<file path="config.mk">
export PLATFORM = sky130hd
export DESIGN_NAME = mem_req_arbiter
export DESIGN_NICKNAME = d
export VERILOG_FILES = /design/src/rtl/mem_req_arbiter_pkg.sv /design/src/rtl/mem_req_arbiter_route_fifo.sv /design/src/rtl/mem_req_arbiter.sv
export SDC_FILE = /design/constraint.sdc
export NUM_CORES = 1
export LEC_CHECK = 0
export CORE_AREA = 2 2 160 162
export CTS_CLUSTER_DIAMETER = 50
export DETAILED_ROUTE_END_ITERATION = 8
export DIE_AREA = 0 0 162 164
export PLACE_DENSITY = 0.71
export SLEW_MARGIN = 25
export SYNTH_ARGS = -nofsm -noshare
export SYNTH_HDL_FRONTEND = slang
export SYNTH_SLANG_ARGS = --single-unit
</file>
<file path="constraint.sdc">
create_clock -name clk -period 12.55 [get_ports clk]
set_input_delay 3.765 -clock clk [delete_from_list [all_inputs] [get_ports clk]]
set_output_delay 3.765 -clock clk [all_outputs]
set_load 0.05 [all_outputs]
</file>
<file path="src/rtl/mem_req_arbiter_pkg.sv">
// mem_req_arbiter_pkg: shared main-memory request types and arbiter defaults
package mem_req_arbiter_pkg;
  localparam int MEM_ARB_MAX_INFLIGHT = 4;
  localparam int MAIN_MEM_BLOCK_ADDR_W = 26;
  localparam int BLOCK_DATA_W = 64;
  typedef logic [MAIN_MEM_BLOCK_ADDR_W-1:0] main_mem_block_addr_t;
  typedef logic [BLOCK_DATA_W-1:0] block_data_t;
  typedef enum logic {READ = 1'b0, WRITE = 1'b1} req_type_t;
  typedef enum logic {ICACHE = 1'b0, DCACHE = 1'b1} cache_type_t;
endpackage

</file>
<file path="src/rtl/mem_req_arbiter_route_fifo.sv">
// mem_req_arbiter_route_fifo: in-order source tags of outstanding reads
module mem_req_arbiter_route_fifo
  import mem_req_arbiter_pkg::*;
#(
  parameter int DEPTH = MEM_ARB_MAX_INFLIGHT
) (
  input  logic        clk,
  input  logic        rst_aH,
  input  logic        push_i,
  input  cache_type_t din_i,
  input  logic        pop_i,
  output cache_type_t head_o,
  output logic        full_o,
  output logic        empty_o
);
  localparam int PW = DEPTH > 1 ? $clog2(DEPTH) : 1;
  localparam int CW = $clog2(DEPTH + 1);
  logic [DEPTH-1:0] tags_q;
  logic [PW-1:0] wr_ptr_q, rd_ptr_q;
  logic [CW-1:0] count_q;
  logic push, pop;
  function automatic logic [PW-1:0] wrap_inc(input logic [PW-1:0] p);
    return p == PW'(DEPTH - 1) ? '0 : p + PW'(1);
  endfunction
  assign full_o = count_q == CW'(DEPTH);
  assign empty_o = count_q == '0;
  // when full, a same-cycle pop frees the slot the push overwrites
  assign push = push_i && (!full_o || pop_i);
  assign pop = pop_i && !empty_o;
  assign head_o = cache_type_t'(tags_q[rd_ptr_q]);
  always_ff @(posedge clk or posedge rst_aH)
    if (rst_aH) begin
      tags_q <= '0;
      wr_ptr_q <= '0;
      rd_ptr_q <= '0;
      count_q <= '0;
    end else begin
      if (push) begin
        tags_q[wr_ptr_q] <= din_i;
        wr_ptr_q <= wrap_inc(wr_ptr_q);
      end
      if (pop) rd_ptr_q <= wrap_inc(rd_ptr_q);
      count_q <= count_q + CW'(push) - CW'(pop);
    end
endmodule

</file>
<file path="src/rtl/mem_req_arbiter.sv">
// mem_req_arbiter: round-robin I/D-cache miss arbiter with in-order response routing
module mem_req_arbiter
  import mem_req_arbiter_pkg::*;
#(
  parameter int MAX_INFLIGHT = MEM_ARB_MAX_INFLIGHT
) (
  input  logic                 clk,
  input  logic                 rst_aH,
  input  logic                 icache_req_valid,
  input  main_mem_block_addr_t icache_req_block_addr,
  output logic                 icache_req_ready,
  output logic                 icache_resp_valid,
  output block_data_t          icache_resp_block_data,
  input  logic                 dcache_req_valid,
  input  req_type_t            dcache_req_type,
  input  main_mem_block_addr_t dcache_req_block_addr,
  input  block_data_t          dcache_req_block_data,
  output logic                 dcache_req_ready,
  output logic                 dcache_resp_valid,
  output block_data_t          dcache_resp_block_data,
  output logic                 mem_req_valid,
  output req_type_t            mem_req_type,
  output main_mem_block_addr_t mem_req_block_addr,
  output block_data_t          mem_req_block_data,
  input  logic                 mem_resp_valid,
  input  block_data_t          mem_resp_block_data,
  output logic                 err_spurious_resp
);
  logic full, empty, i_elig, d_elig, i_win, d_win, grant, push, hit;
  cache_type_t head, push_tag, prio_q, prio_d;
  logic mem_req_valid_q, icache_resp_valid_q, dcache_resp_valid_q, err_q;
  req_type_t mem_req_type_q;
  main_mem_block_addr_t mem_req_addr_q;
  block_data_t mem_req_data_q, icache_resp_data_q, dcache_resp_data_q;
  always_comb begin
    i_elig = icache_req_valid && !full && !rst_aH;
    d_elig = dcache_req_valid && (dcache_req_type == WRITE || !full) && !rst_aH;
    i_win = i_elig && (!d_elig || prio_q == ICACHE);
    d_win = d_elig && !i_win;
    grant = i_win || d_win;
    push = i_win || (d_win && dcache_req_type == READ);
    push_tag = i_win ? ICACHE : DCACHE;
    prio_d = i_elig && d_elig ? (i_win ? DCACHE : ICACHE) : prio_q;
    hit = mem_resp_valid && !empty;
  end
  mem_req_arbiter_route_fifo #(.DEPTH(MAX_INFLIGHT)) u_route_fifo (
    .clk     (clk),
    .rst_aH  (rst_aH),
    .push_i  (push),
    .din_i   (push_tag),
    .pop_i   (mem_resp_valid),
    .head_o  (head),
    .full_o  (full),
    .empty_o (empty)
  );
  always_ff @(posedge clk or posedge rst_aH)
    if (rst_aH) begin
      prio_q <= ICACHE;
      mem_req_valid_q <= 1'b0;
      mem_req_type_q <= READ;
      mem_req_addr_q <= '0;
      mem_req_data_q <= '0;
      icache_resp_valid_q <= 1'b0;
      dcache_resp_valid_q <= 1'b0;
      icache_resp_data_q <= '0;
      dcache_resp_data_q <= '0;
      err_q <= 1'b0;
    end else begin
      prio_q <= prio_d;
      mem_req_valid_q <= grant;
      if (grant) begin
        mem_req_type_q <= i_win ? READ : dcache_req_type;
        mem_req_addr_q <= i_win ? icache_req_block_addr : dcache_req_block_addr;
        mem_req_data_q <= i_win ? '0 : dcache_req_block_data;
      end
      icache_resp_valid_q <= hit && head == ICACHE;
      dcache_resp_valid_q <= hit && head == DCACHE;
      if (hit && head == ICACHE) icache_resp_data_q <= mem_resp_block_data;
      if (hit && head == DCACHE) dcache_resp_data_q <= mem_resp_block_data;
      if (mem_resp_valid && empty) err_q <= 1'b1;
    end
  assign icache_req_ready = i_win;
  assign dcache_req_ready = d_win;
  assign icache_resp_valid = icache_resp_valid_q;
  assign icache_resp_block_data = icache_resp_data_q;
  assign dcache_resp_valid = dcache_resp_valid_q;
  assign dcache_resp_block_data = dcache_resp_data_q;
  assign mem_req_valid = mem_req_valid_q;
  assign mem_req_type = mem_req_type_q;
  assign mem_req_block_addr = mem_req_addr_q;
  assign mem_req_block_data = mem_req_data_q;
  assign err_spurious_resp = err_q;
endmodule
</file>
# == After elaboration in Yosys (flattened, before gate mapping) ==
# Index checks and enable logic that the tools add are counted.
# totals
register_bits,235
out_inout_bits,225
wordCells,64
# classes
addsub,4
magnitude_cmp,3
n_eq_ne,3
mux,12
bitwise,3
n_reduce_logical,25
# op_table
operator,count
$mux W64,1
$mux W26,1
$logic_and A1 B1 Y1,14
$lt A2 B3 Y1 const B,2
$logic_not A1 Y1,5
$logic_or A1 B1 Y1,5
$mux W1,5
$add A2 B1 Y2 const B,2
$bwmux W4,1
$eq A2 B2 Y1 const B,2
$mux W2,2
$add A3 B1 Y3,1
$eq A3 B3 Y1 const B,1
$logic_not A3 Y1,1
$not A1 Y1,3
$sub A3 B1 Y3,1
$bmux W1 S2,1
$demux W1 S2,1
$ge A2 B1 Y1 const B,1

# == Depth between registers and ports, before layout ==
# Gate-level depths: netlist of the first run.
# depth
depth_word,15
ltp_mapped,10
depth_no_buf,10

# == By module ==
# Synthesis of the first run repeated with hierarchy kept, for this count alone.
# hier_totals
cells_unflattened,580
hier_area_um2,9051.2
# by_module_without_submodules
mod,instances,cells_each,area_per_inst_um2
mem_req_arbiter,1,527,8419.3
mem_req_arbiter_route_fifo,1,53,631.9

# == Worst setup path after synthesis of the first run ==
# OpenSTA, ideal clock, no wires.
# synth_path
kind,input port to flip-flop
startpoint,input rst_aH
endpoint,register prio_q
setup_ps,106
arrival_time_ps,9377
setup_slack_ps,3067
stages,3
path_buffers,0
cell_sequence,inv_1 > nand4_1 > xnor2_1
# synth_between
elab_chain_cells,6
# synth_rtl
item,line_no,source
"start, declared",mem_req_arbiter.sv:8,"input logic rst_aH,"
$logic_not A1 Y1 (no line) *,--,
$logic_and A1 B1 Y1,mem_req_arbiter.sv:37,d_elig = dcache_req_valid && (dcache_req_type == WRITE || !full) && !rst_aH;
$logic_not A1 Y1,mem_req_arbiter.sv:38,i_win = i_elig && (!d_elig || prio_q == ICACHE);
$logic_or A1 B1 Y1,mem_req_arbiter.sv:38,
$logic_and A1 B1 Y1,mem_req_arbiter.sv:38,
$mux W1,mem_req_arbiter.sv:43,prio_d = i_elig && d_elig ? (i_win ? DCACHE : ICACHE) : prio_q;
"end signal, assigned",mem_req_arbiter.sv:69,prio_q <= prio_d;
"end, declared",mem_req_arbiter.sv:30,"cache_type_t head, push_tag, prio_q, prio_d;"
# Every way passes the cells marked *; elsewhere a longest branch is shown, timed or not.
# A chain may end at the register's enable or synchronous reset.

# == Worst setup path in the final report of the first run ==
# layout_path
startpoint,input rst_aH
endpoint,output dcache_req_ready
# layout_between
elab_chain_cells,7
# layout_rtl
item,line_no,source
$logic_not A1 Y1 (no line) *,--,
$logic_and A1 B1 Y1,mem_req_arbiter.sv:37,
$logic_not A1 Y1,mem_req_arbiter.sv:38,
$logic_or A1 B1 Y1,mem_req_arbiter.sv:38,
$logic_and A1 B1 Y1,mem_req_arbiter.sv:38,
$logic_not A1 Y1,mem_req_arbiter.sv:39,d_win = d_elig && !i_win;
$logic_and A1 B1 Y1 *,mem_req_arbiter.sv:39,
"end, declared",mem_req_arbiter.sv:18,"output logic dcache_req_ready,"
# Marked as above.

==> flow_summary_export.csv, run 1 <==
group,metric,value,unit
hold_path,hold-path-cell-count,1,
critical_path,worstSetupEndpointType,"output pin",
critical_path,rrSetupSlack,9810,ps
synth,synth_xor_area_frac,0.002957,
layout,fill_cells,2062,
status,outcome,"finished, final reports clean",
global_routing,top_usage_layer,"met2",
synth,synth_top_family_by_area,"multiplexers",
timing,hold_viol,0,
critical_path,critical_path_class,"input pin to output pin",
timing,max_freq,95.17,MHz
clock_network,path_clk_slew,60,ps
floorplan,num_rows,58,
placement,finalWeightedCongestion,0.7434,
synth,syn_area_per_cell,14.76,um2
hold_path,hold_path_end,"err_spurious_resp$_DFFE_PP0P_",
global_routing,met3_usage,0.05581,
clock_network,htreeDepth,1,
global_routing,track_usage,0.1770,
placement,io_buffers,410,
layout,nNetsFinal,1205,
pwr,intPower,2.463,mW
synth,yosys_most_used_dff,"dfrtp_1",
layout,drive_gt1_frac,0.1833,
timing,relSlewSlack,0.3645,
routing,ant_nets,0,
clock_network,numCtsBuffers,26,
timing,tns,0,ps
pwr,power_frac_comb,0.540,
routing,dr.pass1.iters,6,
clock_network,cts_resized,0,
timing,fin_skew,11.57,ps
global_routing,grt_start_max_net_pins,92,
synth,synth_edf_count,0,
timing,fin_ws,2042,ps
synth,ys_seq_elements,235,
layout,stdcell_area,14190,um2
pwr,cellPowerDensity,314.8,nW/um2
critical_path,r2r_start,"u_route_fifo.count_q[1]$_DFF_PP0_",
clock_network,cts_setup_buffers,0,
hold_path,hold_path.class,"flop to flop",
critical_path,arrival,6740,ps
hold_path,hold_start,"err_spurious_resp$_DFFE_PP0P_",
synth,synth_fa_ha_area_frac,0.01211,
global_routing,grt_pass1_wl,36.78,mm
placement,placed_area,13250,um2
timing,slew_viol_final,0,
timing,setup_viol,0,
routing,drc,0,
global_routing,grtUsageMet1,0.2100,
global_routing,grt_pass1_vias,6522,
synth,synth_compound_area_frac,0.09351,
floorplan,fp.dieArea,26570,um2
pwr,peakVddDrop,0.1787,mV
synth,synth_top_cell_area_share,0.6619,
synth,seq_area_frac_synth,0.6619,
timing,layout_min_cycle_time,10510,ps
pwr,leakage,5.993,nW
synth,synthCells,602,
pwr,p_sw_frac,0.4486,
synth,synth_area,8885,um2
timing,min_period_over_period,0.8373,
synth,synth_cell_types,33,
floorplan,fp.dieW,162,um
routing,detail_route.wl_per_cell,18.11,um
synth,muxShareOfSynthArea,0.1648,
synth,async_flop_share,1.000,
clock_network,cts_tree,"yes",
critical_path,crit_required,8780,ps
floorplan,core_area,24820,um2
timing,worstMarginPinSlew,953.2,ps
critical_path,reg2reg_depth,9,
synth,synth-simple-area-share,0.03422,
global_routing,grt_util_met2,0.3079,
placement,dpl_worst_slack,1895,ps
clock_network,cts_hold_buffers,0,
layout,area_growth,59.74,%
critical_path,rr_endpoint,"u_route_fifo.count_q[2]$_DFF_PP0_",
routing,drt_iter0_markers,259,
pwr,pwr-share-clk,0.180,
floorplan,boundaryPins,411,
floorplan,initial_utilization,0.3580,
timing,rsz0062_at_grt,"no",
synth,yosysWarnings,0,
floorplan,die_h,164,um
routing,routed_wl,24.67,mm
synth,yosys.area.top_type,"dfrtp_1",
clock_network,root_buffer,"clkbuf_16",
routing,vias,6509,
clock_network,cts_sinks,235,
critical_path,cp_max_fo,66,
clock_network,max-clock-path-buffers,3,
routing,drt-vias-per-instance,4.779,
placement,dpl.hpwl,17.87,mm
synth,synth_area_leaders,"dfrtp_1, mux2_2, a22o_1, nor2_1, o22ai_1",
job,drv_cap,0,
clock_network,clk_latency,530,ps
critical_path,start_kind,"input pin",
synth,syn_nets,796,
pwr,p_switching,2.004,mW
global_routing,grt-ovfl-total,0,
global_routing,antenna_found_initial,0,
pwr,pwr-share-seq,0.280,
## cell type report
type / count / area (um2) / area share
clock inverters: 16 / 224.0 / 0.01578
flip-flops and latches: 235 / 5881 / 0.4144
repair buffers: 416 / 4153 / 0.2926
inverters: 13 / 61.31 / 0.004320
well taps: 330 / 412.9 / 0.02909
clock buffers: 32 / 713.2 / 0.05025
diodes: 1 / 2.502 / 0.0001763
multi-input cells: 319 / 2745 / 0.1934
## critical path, cell delays in order
cell,delay (ps)
clkdlybuf4s50_1,560
nand2b_1,240
a311o_2,590
clkinv_4,80
buf_4,530
clkdlybuf4s50_1,940
## synth_stat cells (all sizes together), types with 2 or more instances
master and number:
a21o 2, a21oi 9, a22o 65, buf 28, clkbuf 7, clkinv 2
dfrtp 235, ha 7, inv 11, mux2 128, nand2 4, nand2b 2
nor2 55, nor3 3, o21ai 4, o22ai 26, xnor2 3
## sequential cells by signal (all words and copies together), names as in the netlist
| signal | flops |
|---|---|
| dcache_resp_block_data | 64 |
| dcache_resp_valid | 1 |
| err_spurious_resp | 1 |
| icache_resp_block_data | 64 |
| icache_resp_valid | 1 |
| mem_req_block_addr | 26 |
| mem_req_block_data | 64 |
| mem_req_type | 1 |
| mem_req_valid | 1 |
| prio_q | 1 |
| u_route_fifo.count_q | 3 |
| u_route_fifo.rd_ptr_q | 2 |
| u_route_fifo.tags_q | 4 |
| u_route_fifo.wr_ptr_q | 2 |
## layout by cell type, fill, tap and decap left out, types with 2 or more instances in the layout
cell type and count:
a21o_1 2, o22ai_1 26, a21oi_1 9, inv_1 10, o21ai_0 4, clkbuf_8 4, mux2_2 128, nand2b_1 2
nand2_1 3, clkinvlp_4 3, buf_4 5, clkinv_4 2, ha_1 7, xnor2_1 3, nor2_1 54, clkinv_2 4
clkinv_8 2, a22o_1 65, clkbuf_1 2, inv_8 2, dfrtp_1 235, bufinv_16 4, clkbuf_16 26, clkdlybuf4s50_1 410
nor3_1 3
## cell families after synthesis
group / count (synthesis)
AOI/OAI and AO/OA: 108
xor gates and xnor gates: 3
adders and majority gates: 8
buffers and inverters: 48
DFF: 235
muxes: 129
and+or+nand+nor: 71
## stage by stage
stage	utilization	cells	power (mW)	hold slack (ps)
final	0.5718	1362	4.468	457.4
after global routing	0.5717	1361	4.664	486.1
after CTS	0.5715	1361	4.517	460.0
after detailed placement	0.5338	1313	3.695	446.9
after global placement	0.5338	1313	3.666	440.0
after floorplan	-	602	2.862	466.7
## how the worst max path moves through the flow
stage	from	endpoint	slack, ps	cells past startpoint
floorplan	rst_aH	dcache_resp_block_data[0]$_DFFE_PP0P_	2320	1
global placement	rst_aH	dcache_req_ready	1930	6
CTS	rst_aH	dcache_req_ready	1890	6
finish	rst_aH	dcache_req_ready	2040	6
global route	rst_aH	dcache_req_ready	1900	6
detailed placement	rst_aH	dcache_req_ready	1900	6
## power by group through the flow
stage | clock (mW) | combinational, mW | sequential [mW]
after global routing | 0.864 | 2.51 | 1.29
final | 0.806 | 2.41 | 1.25
after floorplan | 0 | 0.559 | 2.30
after CTS | 0.827 | 2.44 | 1.25
after detailed placement | 0 | 2.43 | 1.26
after global placement | 0 | 2.41 | 1.25
## layer usage
metal / vias to the layer above / wire, um / part of all wire
met4: 0 / 608 / 0.025
met5: - / 0 / 0
met2: 298 / 12400 / 0.50
met3: 35 / 2348 / 0.095
met1: 3181 / 9309 / 0.38
li1: 2995 / - / -
Power figures use the tool's default switching activity.
==> run 2: changes to the inputs <==
CORE_AREA = 2 2 158 160   (was 2 2 160 162)
DIE_AREA = 0 0 160 162   (was 0 0 162 164)
PLACE_DENSITY = 0.75   (was 0.71)
clock period = 8.4 ns   (was 12.55 ns; I/O delays follow)
==> run 2 against run 1 <==
Final area is 0.33% higher. Sequential share of layout area is 0.14 points lower. Clock power is 56% higher. Non-clock buffer count is 1 higher.
==> flow_summary_export.csv, run 2 (synthesized netlist as in run 1, its figures left out) <==
group,metric,value,unit
clock_network,cts_sinks,235,
timing,layout_min_cycle_time,6884,ps
layout,most-common-layout-cells,"clkdlybuf4s50_1, dfrtp_1, mux2_2",
timing,fin_skew,10.83,ps
status,outcome,"finished, final reports clean",
global_routing,grt_pass1_vias,6969,
floorplan,fp.dieW,160,um
clock_network,max-clock-path-buffers,3,
global_routing,track_usage,0.1959,
timing,setup_viol,0,
floorplan,die_h,162,um
layout,layout_commonest_cell,"clkdlybuf4s50_1",
layout,diodes,0,
critical_path,arrival,4360,ps
clock_network,cts_tree,"yes",
critical_path,crit_chain,"clkdlybuf4s50_1 -> nand2b_1 -> a311o_1 -> clkinv_4 -> buf_4",
critical_path,start_kind,"input pin",
routing,drc,0,
clock_network,clk_latency,530,ps
pwr,peakVddDrop,0.2330,mV
routing,routed_wl,26.04,mm
layout,area_growth,60.27,%
hold_path,hold_path.class,"flop to flop",
timing,min_period_over_period,0.8195,
critical_path,slowest_stage,"clkdlybuf4s50_1",
routing,drt-vias-per-instance,4.862,
floorplan,fp.dieArea,25920,um2
clock_network,root_buffer,"clkbuf_16",
timing,hold_ws,452.1,ps
critical_path,worstSetupEndpointType,"output pin",
floorplan,boundaryPins,411,
layout,stdcell_area,14240,um2
placement,placed_area,13250,um2
layout,fill_cells,2001,
pwr,p_total,6.755,mW
pwr,leakage,6.029,nW
placement,dpl.hpwl,18.81,mm
clock_network,path_clk_slew,60,ps
critical_path,cp_max_fo,66,
critical_path,crit_required,5880,ps
routing,detail_route.wl_per_cell,19.13,um
layout,drive_gt1_frac,0.1851,
global_routing,grt_pass1_wl,40.08,mm
timing,rsz0062_at_grt,"no",
placement,io_buffers,410,
floorplan,core_area,24110,um2
global_routing,grt-ovfl-total,0,
routing,ant_nets,0,
floorplan,num_rows,57,
pwr,cellPowerDensity,474.4,nW/um2
floorplan,initial_utilization,0.3686,
critical_path,max_stage_delay,510,ps
layout,multi_input_area,2744,um2
clock_network,cts_hold_buffers,0,
timing,max_freq,145.3,MHz
global_routing,antenna_found_initial,1,
timing,slew_viol_final,0,
routing,vias,6617,
job,drv_cap,0,
timing,hold_viol,0,
routing,drt_iter0_markers,289,
clock_network,htreeDepth,1,
layout,ff_latch_area,5881,um2
routing,dr.pass1.iters,4,
placement,dpl_worst_slack,1538,ps
timing,fin_ws,1516,ps
timing,relSlewSlack,0.3481,
clock_network,cts_resized,0,
timing,worstMarginPinSlew,971.9,ps
clock_network,cts_setup_buffers,0,
layout,nNetsFinal,1209,
placement,finalWeightedCongestion,0.7646,
clock_network,numCtsBuffers,29,
timing,tns,0,ps
global_routing,grt_start_max_net_pins,143,
critical_path,critical_path_class,"input pin to output pin",
[run 2: worst max-delay path: cells and delay by family]
kind	cells	cell delay (ps)
AO/OA/AOI/OAI	1	390
buffers and inverters	3	1180
AND/OR/NAND/NOR	1	220
[run 2: final timing paths]
path | start | to | depth (start not counted) | slack [ps]
max | rst_aH | dcache_req_ready | 5 | 1520
min | err_spurious_resp$_DFFE_PP0P_ | err_spurious_resp$_DFFE_PP0P_ | 1 | 450
max reg2reg | u_route_fifo.count_q[1]$_DFF_PP0_ | dcache_resp_block_data[11]$_DFFE_PP0P_ | 6 | 5480
min reg2reg | err_spurious_resp$_DFFE_PP0P_ | err_spurious_resp$_DFFE_PP0P_ | 1 | 450
max in group asynchronous | rst_aH | dcache_resp_block_data[24]$_DFFE_PP0P_ | 3 | 4600
min in group asynchronous | rst_aH | prio_q$_DFFE_PP0P_ | 2 | 2550
[run 2: final cells by class]
cell class	count	area share
Clock buffer	38	0.05615
Clock inverter	15	0.01309
Inverter	13	0.004042
Multi-Input combinational cell	319	0.1927
Sequential cell	235	0.4130
Tap cell	324	0.02847
Timing Repair Buffer	417	0.2926
[run 2: per-stage QoR]
step | std cells | util
after detailed placement | 1308 | 0.5498
after CTS | 1361 | 0.5907
final | 1361 | 0.5907
after floorplan | 602 | -
after global routing | 1361 | 0.5907
after global placement | 1308 | 0.5498
[run 2: power breakdown]
| part | switching, mW | internal, mW |
|---|---|---|
| combinational | 2.29 | 1.33 |
| sequential | 0.261 | 1.62 |
| clock | 0.490 | 0.772 |
| total | 3.04 | 3.72 |
[run 2: routing by layer]
layer / wire (um) / vias to the layer above / track usage
met5: 13 / - / 0
met4: 707 / 2 / 0.06020
met3: 2118 / 40 / 0.06027
met2: 13380 / 293 / 0.3538
met1: 9814 / 3288 / 0.2233
li1: - / 2994 / -
